`config.mk`:
```
export PLATFORM = sky130hd
export DESIGN_NAME = mem_fill_arbiter
export DESIGN_NICKNAME = d
export VERILOG_FILES = /design/src/rtl/mem_fill_arbiter.sv
export SDC_FILE = /design/constraint.sdc
export NUM_CORES = 1
export LEC_CHECK = 0
export BUFFER_PORTS_ARGS = -buffer_cell sky130_fd_sc_hd__buf_2
export CAP_MARGIN = 15
export CORE_MARGIN = 10
export CORE_UTILIZATION = 48
export CTS_CLUSTER_SIZE = 25
export DETAILED_ROUTE_END_ITERATION = 10
export GPL_TIMING_DRIVEN = 0
export PLACE_DENSITY_LB_ADDON = 0.1
export REMOVE_ABC_BUFFERS = 1
export SLEW_MARGIN = 15
export SYNTH_ARGS = -nofsm -noshare
export SYNTH_HDL_FRONTEND = slang
export SYNTH_SLANG_ARGS = --single-unit
```
`constraint.sdc`:
```
create_clock -name clk -period 2.4 [get_ports clk]
set_clock_uncertainty 0.15 [all_clocks]
set_input_delay 0.12 -clock clk [delete_from_list [all_inputs] [get_ports clk]]
set_output_delay 0.12 -clock clk [all_outputs]
set_load 0.01 [all_outputs]
```
`src/rtl/mem_fill_arbiter.sv`:
```
// mem_fill_arbiter
// Shares the single multi-cycle main memory between the I-cache miss path,
// the D-cache miss path and D-cache write-through stores. A miss is served
// as an 8-word block fill: the eight word reads are issued back to back and
// each returning word is forwarded to the requesting cache as it arrives.
// At most one transaction (one fill or one store) is outstanding at a time.
module mem_fill_arbiter #(
  parameter int MEM_LATENCY = 4
) (
  input  logic        clk,
  input  logic        rst_n,
  input  logic        i_miss_req,
  input  logic [15:0] i_miss_addr,
  input  logic        d_miss_req,
  input  logic [15:0] d_miss_addr,
  input  logic        d_wr_req,
  input  logic [15:0] d_wr_addr,
  input  logic [15:0] d_wr_data,
  output logic        d_wr_ack,
  output logic        i_fill_valid,
  output logic        d_fill_valid,
  output logic [2:0]  fill_word_idx,
  output logic [15:0] fill_data,
  output logic        i_fill_done,
  output logic        d_fill_done,
  output logic [15:0] mem_addr,
  output logic        mem_enable,
  output logic        mem_wr,
  output logic [15:0] mem_data_in,
  input  logic [15:0] mem_data_out,
  input  logic        mem_data_valid
);

  // Block base keeps address bits [15:4]; the word offset is OR-ed in.
  localparam logic [15:0] BLOCK_MASK = 16'hFFF0;
  localparam logic [2:0]  LAST_WORD  = 3'd7;

  typedef enum logic [1:0] {
    IDLE   = 2'd0,
    WRITE  = 2'd1,
    FILL_I = 2'd2,
    FILL_D = 2'd3
  } state_t;

  // Which requester class received the most recent grant.
  typedef enum logic {
    GRANT_I = 1'b0,
    GRANT_D = 1'b1
  } grant_t;

  // The sequencer counts returns rather than timing them, so the latency
  // needs no logic of its own; it only has to lie in the supported range.
  if (MEM_LATENCY < 1 || MEM_LATENCY > 15) begin : g_bad_latency
    $error("mem_fill_arbiter: MEM_LATENCY must lie in 1..15");
  end

  state_t      state_q, state_d;
  grant_t      last_grant_q, last_grant_d;
  logic [15:0] blk_base_q, blk_base_d;
  logic [2:0]  iss_q, iss_d;
  logic        iss_done_q, iss_done_d;
  logic [3:0]  ret_q, ret_d;

  logic [15:0] mem_addr_d;
  logic        mem_enable_d;
  logic        mem_wr_d;
  logic [15:0] mem_data_in_d;
  logic        d_wr_ack_d;

  logic        d_pending;
  logic        grant_d_class;
  logic [15:0] sel_miss_addr;
  logic [2:0]  iss_inc;
  logic [3:0]  ret_inc;
  logic        ret_take;

  // State register.
  always_ff @(posedge clk or negedge rst_n) begin
    // NOTE: clocked state always uses non-blocking (<=) so every register
    // samples the pre-edge values, independent of statement order.
    if (!rst_n) state_q <= IDLE;
    else        state_q <= state_d;
  end

  // Next state, arbitration, issue/return sequencing and fill outputs.
  always_comb begin
    // NOTE: every variable written here gets a default first, so no path
    // through the case statement can leave one unassigned and infer a latch.
    state_d       = state_q;
    last_grant_d  = last_grant_q;
    blk_base_d    = blk_base_q;
    iss_d         = iss_q;
    iss_done_d    = iss_done_q;
    ret_d         = ret_q;

    mem_addr_d    = '0;
    mem_enable_d  = 1'b0;
    mem_wr_d      = 1'b0;
    mem_data_in_d = '0;
    d_wr_ack_d    = 1'b0;

    i_fill_valid  = 1'b0;
    d_fill_valid  = 1'b0;
    i_fill_done   = 1'b0;
    d_fill_done   = 1'b0;
    fill_word_idx = '0;
    fill_data     = '0;

    // Class D wins when I is idle, or on a tie when I was served last.
    d_pending     = d_wr_req | d_miss_req;
    grant_d_class = d_pending & (~i_miss_req | (last_grant_q == GRANT_I));
    sel_miss_addr = grant_d_class ? d_miss_addr : i_miss_addr;
    iss_inc       = iss_q + 3'd1;
    ret_inc       = ret_q + 4'd1;
    ret_take      = mem_data_valid & ~ret_q[3];

    unique case (state_q)
      IDLE: begin
        if (grant_d_class && d_wr_req) begin
          // Store: one registered write cycle, acked in the same cycle.
          last_grant_d  = GRANT_D;
          state_d       = WRITE;
          mem_enable_d  = 1'b1;
          mem_wr_d      = 1'b1;
          mem_addr_d    = d_wr_addr;
          mem_data_in_d = d_wr_data;
          d_wr_ack_d    = 1'b1;
        end else if (grant_d_class || i_miss_req) begin
          // Block fill: latch the block, issue word 0 right away.
          last_grant_d = grant_d_class ? GRANT_D : GRANT_I;
          state_d      = grant_d_class ? FILL_D : FILL_I;
          blk_base_d   = sel_miss_addr & BLOCK_MASK;
          iss_d        = '0;
          iss_done_d   = 1'b0;
          ret_d        = '0;
          mem_enable_d = 1'b1;
          mem_addr_d   = sel_miss_addr & BLOCK_MASK;
        end
      end

      WRITE: begin
        state_d = IDLE;
      end

      FILL_I, FILL_D: begin
        // Issue phase: word iss is on the bus now; queue up the next one.
        if (!iss_done_q) begin
          if (iss_q == LAST_WORD) begin
            iss_done_d = 1'b1;
          end else begin
            iss_d        = iss_inc;
            mem_enable_d = 1'b1;
            mem_addr_d   = blk_base_q | {12'h000, iss_inc, 1'b0};
          end
        end
        // Return phase: forward each returning word in arrival order.
        if (ret_take) begin
          i_fill_valid  = (state_q == FILL_I);
          d_fill_valid  = (state_q == FILL_D);
          fill_word_idx = ret_q[2:0];
          fill_data     = mem_data_out;
          ret_d         = ret_inc;
          if (ret_q[2:0] == LAST_WORD) begin
            i_fill_done = (state_q == FILL_I);
            d_fill_done = (state_q == FILL_D);
            state_d     = IDLE;
          end
        end
      end

      default: begin
        state_d = IDLE;
      end
    endcase
  end

  // Fill bookkeeping, grant history and the registered memory-side outputs.
  always_ff @(posedge clk or negedge rst_n) begin
    if (!rst_n) begin
      last_grant_q <= GRANT_I;
      blk_base_q   <= '0;
      iss_q        <= '0;
      iss_done_q   <= 1'b0;
      ret_q        <= '0;
      mem_addr     <= '0;
      mem_enable   <= 1'b0;
      mem_wr       <= 1'b0;
      mem_data_in  <= '0;
      d_wr_ack     <= 1'b0;
    end else begin
      last_grant_q <= last_grant_d;
      blk_base_q   <= blk_base_d;
      iss_q        <= iss_d;
      iss_done_q   <= iss_done_d;
      ret_q        <= ret_d;
      mem_addr     <= mem_addr_d;
      mem_enable   <= mem_enable_d;
      mem_wr       <= mem_wr_d;
      mem_data_in  <= mem_data_in_d;
      d_wr_ack     <= d_wr_ack_d;
    end
  end

endmodule

```
# Word-level counts from Yosys, hierarchy flattened
# Index checks and enable logic that the tools add are counted.
op_classes:
  add_sub_neg: 2
  n_eq_ne: 12
  mux: 52
  bitwise: 9
  reduce_logical: 12
op_table:
  columns: ["cell", "n"]
  rows:
  - ["two-way mux 16 bit", 9]
  - ["one-hot mux 16 bit (2 select lines)", 1]
  - ["two-way mux 1 bit", 24]
  - ["two-way mux 3 bit", 6]
  - ["OR 16 x 4 -> 16 bit", 1]
  - ["two-way mux 4 bit", 3]
  - ["inequality test 2 bit, second input constant", 6]
  - ["AND reduction 3 bit", 3]
  - ["two-way mux 2 bit", 4]
  - ["one-hot mux 4 bit (2 select lines)", 1]
  - ["equality test 3 bit, second input constant", 2]
  - ["one-hot mux 2 bit (3 select lines)", 1]
  - ["one-hot mux 3 bit (2 select lines)", 1]
  - ["AND reduction 5 bit", 1]
  - ["adder 4 x 1 -> 4 bit, second input constant", 1]
  - ["equality test 2 bit, second input constant", 2]
  - ["inverter 1 bit", 4]
  - ["one-hot mux 1 bit (2 select lines)", 2]
  - ["AND reduction 4 bit", 1]
  - ["nonzero test 2 bit", 2]
  - ["adder 3 x 1 -> 3 bit, second input constant", 1]
  - ["inequality test 3 bit, second input constant", 1]
  - ["bitwise AND 1 bit", 2]
  - ["equality test 2 x 1 -> 1 bit, second input constant", 1]
  - ["6 further kinds", 7]
word_totals:
  regBits: 57
  in_bits: 86
  out_inout_bits: 58
  wordCells: 97

# Longest topological paths before layout
depth:
  depth_word: 7
  ltp_mapped: 6
  ltp_nobuf: 5

# Worst setup path after synthesis
# Ideal clock, no wire load.
synth_timing:
  kind: "register -> register"
  startpoint: "register iss_q[0]"
  endpoint: "register iss_q[0]"
  setup_time_ns: 0.082
  arrival_time_ns: 1.425
  required_time_ns: 2.168
  setup_slack_ns: 0.743
  stages_incl_launch_ff: 7
  path_buffers: 1
  synth_period_minus_slack_ns: 1.657
  path_cell_list: "dfrtp_1 ha_1 ha_1 nor3b_4 buf_4 nor2_1 a31oi_1"
synth_between:
  elab_chain_len: 4
  word_cells_on_any_way: 7
  cone_classes: "1 x add/sub; 2 x eq/ne; 3 x mux; 1 x reduce/logical"
synth_rtl:
  columns: ["item", "line", "text"]
  rows:
  - ["from (decl)", "60", "logic [2:0] iss_q, iss_d;"]
  - ["from (signal assigned)", "193", "iss_q <= iss_d;"]
  - ["adder 3 x 1 -> 3 bit", "113", "iss_inc = iss_q + 3'd1;"]
  - ["two-way mux 3 bit", "148", "if (iss_q == LAST_WORD) begin"]
  - ["two-way mux 3 bit", "147", "if (!iss_done_q) begin"]
  - ["one-hot mux 3 bit (2 select lines)", "117", "unique case (state_q)"]
# Parallel ways exist; a longest one is shown, timed or not. The select of a mux whose other input is x is not followed.
# A chain may end at the register's enable or synchronous reset.

# Worst setup path after layout
layout_timing:
  startpoint: "register last_grant_q"
  endpoint: "register blk_base_q[8]"
layout_between:
  elab_chain_len: 6
  word_cells_on_any_way: 8
  cone_classes: "1 x mux; 4 x bitwise; 3 x reduce/logical"
layout_rtl:
  columns: ["item", "line", "text"]
  rows:
  - ["from (decl)", "58", "grant_t last_grant_q, last_grant_d;"]
  - ["from (signal assigned)", "191", "last_grant_q <= last_grant_d;"]
  - ["inverter 1 bit (*)", "111", "grant_d_class = d_pending & (~i_miss_req | (last_grant_q == GRANT_I));"]
  - ["OR 1 bit (*)", "111", null]
  - ["bitwise AND 1 bit (*)", "111", null]
  - ["logical AND 1 bit", "119", "if (grant_d_class && d_wr_req) begin"]
  - ["inverter 1 bit (no source line)", null, null]
  - ["AND reduction 3 bit (no source line)", null, null]
  - ["to (signal assigned)", "192", "blk_base_q <= blk_base_d;"]
  - ["to (decl)", "59", "logic [15:0] blk_base_q, blk_base_d;"]
# Every way passes the cells marked *; elsewhere a longest branch is shown, timed or not.

==> flow_summary.yaml <==
logic_synthesis:
  async_flop_share_pct: 100
  synth_edf_count: 0
  yosys.area.top_type: "dfrtp_1"
  synth_cell_types: 38
  ys_seq_area_share_pct: 53.9
  synth_warnings: 0
  synth_top_area_share_pct: 53.9
  mappedNetlistArea_um2: 2650
  synth_area_per_cell_um2: 11.4
  syn_inst: 233
  synth_area_leaders: "dfrtp_1 (54%), mux2i_1 (9.8%), and3_1 (8.7%)"
  synth-seq-cells: 57
  ys.flop_type: "dfrtp_1"
global_route:
  grt_use_total_pct: 19.1
  antenna_found_initial: 1
  grt_pass1_vias: 2670
  grt_max_degree: 58
  gr-total-overflow: 0
  grt_pass1_wl_um: 13300
final_layout:
  layout.nets: 512
  layout_common_cells: "buf_2 (134), dfrtp_1 (57), dlygate4sd3_1 (57)"
  regArea_um2: 1430
  drive_above_1_share_pct: 37.8
  multi_input_area_um2: 1060
  synthToLayoutAreaGrowth_pct: 55.1
  fill_cells: 351
  mostFrequentLayoutCell: "buf_2"
  instances_no_fill: 497
  final_cell_area_um2: 4100
  fin_util_pct: 78.4
status:
  outcome: "finished, final reports clean"
sta:
  hold-worst-slack_ns: 0.0329
  layout_setup_ws_ns: 0.185
  worst_pin_slew_ns: 0.800
  hold_viol_final: 0
  report.final.slew_viol_count: 0
  tns_ns: 0
  relSlewSlack_pct: 46.4
  period_minus_slack_ns: 2.22
  setup_viol: 0
  clock.fmax_mhz: 451
  fin_crit_sh_pct: 92.3
pwr:
  peakVddDrop_mv: 0.588
  power.total_mw: 3.72
  p_leak_nw: 2.32
  power-per-cell-area_nw_per_um2: 906
routing:
  vias: 2547
  drtAntennaViolNets: 0
  finalWirelength_um: 8450
  dr.pass1.iters: 4
  first_iter_violations: 111
  wl_per_cell_um: 17.0
  viasPerCell: 5.12
  route.detailed.drc: 0
worst_setup_path:
  crit_slowest_cell: "dlygate4sd3_1"
  worstSetupStartpointType: "flip-flop"
  path_delay_family: "buffers and inverters"
  cp_max_fo: 13
  crit_arrival_ns: 2.26
  cp.required_ns: 2.44
  crit_top_cell: "mux2i_1"
  cp-end-kind: "flip-flop"
  cpPeakStageDelay_ns: 0.60
  worstSetupPathType: "flip-flop to flip-flop"
  critPathBufInv: 1
  crit_chain: "a2bb2oi_4, mux2i_1, dlygate4sd3_1, mux2i_1"
clock_tree:
  htree_num_levels: 3
  clk_path_buf_depth: 2
  clock_latency_ns: 0.33
  cts_buffers: 9
  cts_sinks: 57
  root_buffer: "clkbuf_8"
  cts_tree: "built"
  clk_pin_slew_ns: 0.07
min_path:
  hp-class: "input port to flip-flop"
place:
  dp.cells: 421
  gp_congestion: 0.917
  place_hpwl_um: 5500
  place_ws_ns: 0.129
  port_buffers: 135
  place_area_um2: 3330
floorplan:
  dieWidth_um: 94.3
  start_util_pct: 50.5
  die_h_um: 94.3
  ios: 144
  die_area_um2: 8880
  coreArea_um2: 5240
  rows: 26
run:
  drv_cap: 0
==> cell usage after synthesis (2+ instances only) <==
cell	number
o21ai_0	7
buf_2	5
buf_4	3
nor2_1	2
inv_1	18
o22ai_1	3
buf_6	2
and3_1	37
a22o_1	2
nand2_1	10
dfrtp_1	57
ha_1	5
clkbuf_1	7
nor3_1	2
a32oi_1	14
mux2i_1	26
o21ai_1	12
==> per-layer routing <==
layer  share of wire (%)  vias to the layer above  track usage [%]  wire, um
li1                    -                     1207                -         -
met1                  35                     1194             18.8      2980
met2                  52                      119             33.7      4370
met3                 9.5                       27             6.63       806
met4                 3.5                        0             11.4       293
met5                   0                        -                0         0
==> logic make-up after synthesis <==
logic type	share of synthesized area [%]
flip-flops	53.9
buffers and inverters	6.52
adder cells (fa/ha/maj)	2.36
multiplexers	9.83
AND/OR/NAND/NOR	13.6
AO/OA/AOI/OAI	13.5
XOR/XNOR	0.331
==> worst register-to-register path: cells and delay by family (launching register included) <==
| kind | cells | cell delay [ns] |
|---|---|---|
| buffers and inverters | 1 | 0.60 |
| DFF | 1 | 0.45 |
| muxes | 2 | 0.36 |
| AOI/OAI and AO/OA | 1 | 0.53 |
==> layout make-up <==
cell class	count	share of cell area, %
multi-input cells	139	25.8
clock buffers	10	3.35
repair buffers	195	31.2
diodes	1	0.0610
inverters	19	1.74
flip-flops and latches	57	34.8
clock inverters	6	1.04
well taps	70	2.13
==> power by group <==
part           switching, mW  internal (mW)
Combinational          0.726          0.651
Sequential             0.250           1.29
Clock                  0.401          0.403
==> what timing repair did <==
item	4_1_cts	5_1_grt
hold endpoints to repair	100	0
endpoints found under the setup margin	10	3
setup buffers	0	2
gates resized for setup	1	0
hold buffers	57	0
==> registers in the layout, summed over array words and instances (netlist names) <==
signal        flops
last_grant_q      1
mem_wr            1
iss_q             3
ret_q             4
mem_enable        1
state_q           2
mem_data_in      16
iss_done_q        1
mem_addr         16
blk_base_q       12
==> worst paths after layout <==
check,slack (ns),from,endpoint,depth (start not counted)
max,0.18,last_grant_q$_DFFE_PN0P_,blk_base_q[8]$_DFFE_PN0P_,4
min reg2reg,0.34,blk_base_q[11]$_DFFE_PN0P_,mem_addr[11]$_DFF_PN0_,2
min in group asynchronous,0.23,rst_n,mem_enable$_DFF_PN0_,2
min,0.03,d_miss_addr[14],blk_base_q[14]$_DFFE_PN0P_,3
max in group asynchronous,1.40,rst_n,blk_base_q[14]$_DFFE_PN0P_,2
max reg2reg,0.18,last_grant_q$_DFFE_PN0P_,blk_base_q[8]$_DFFE_PN0P_,4
Power figures use the tool's default switching activity.
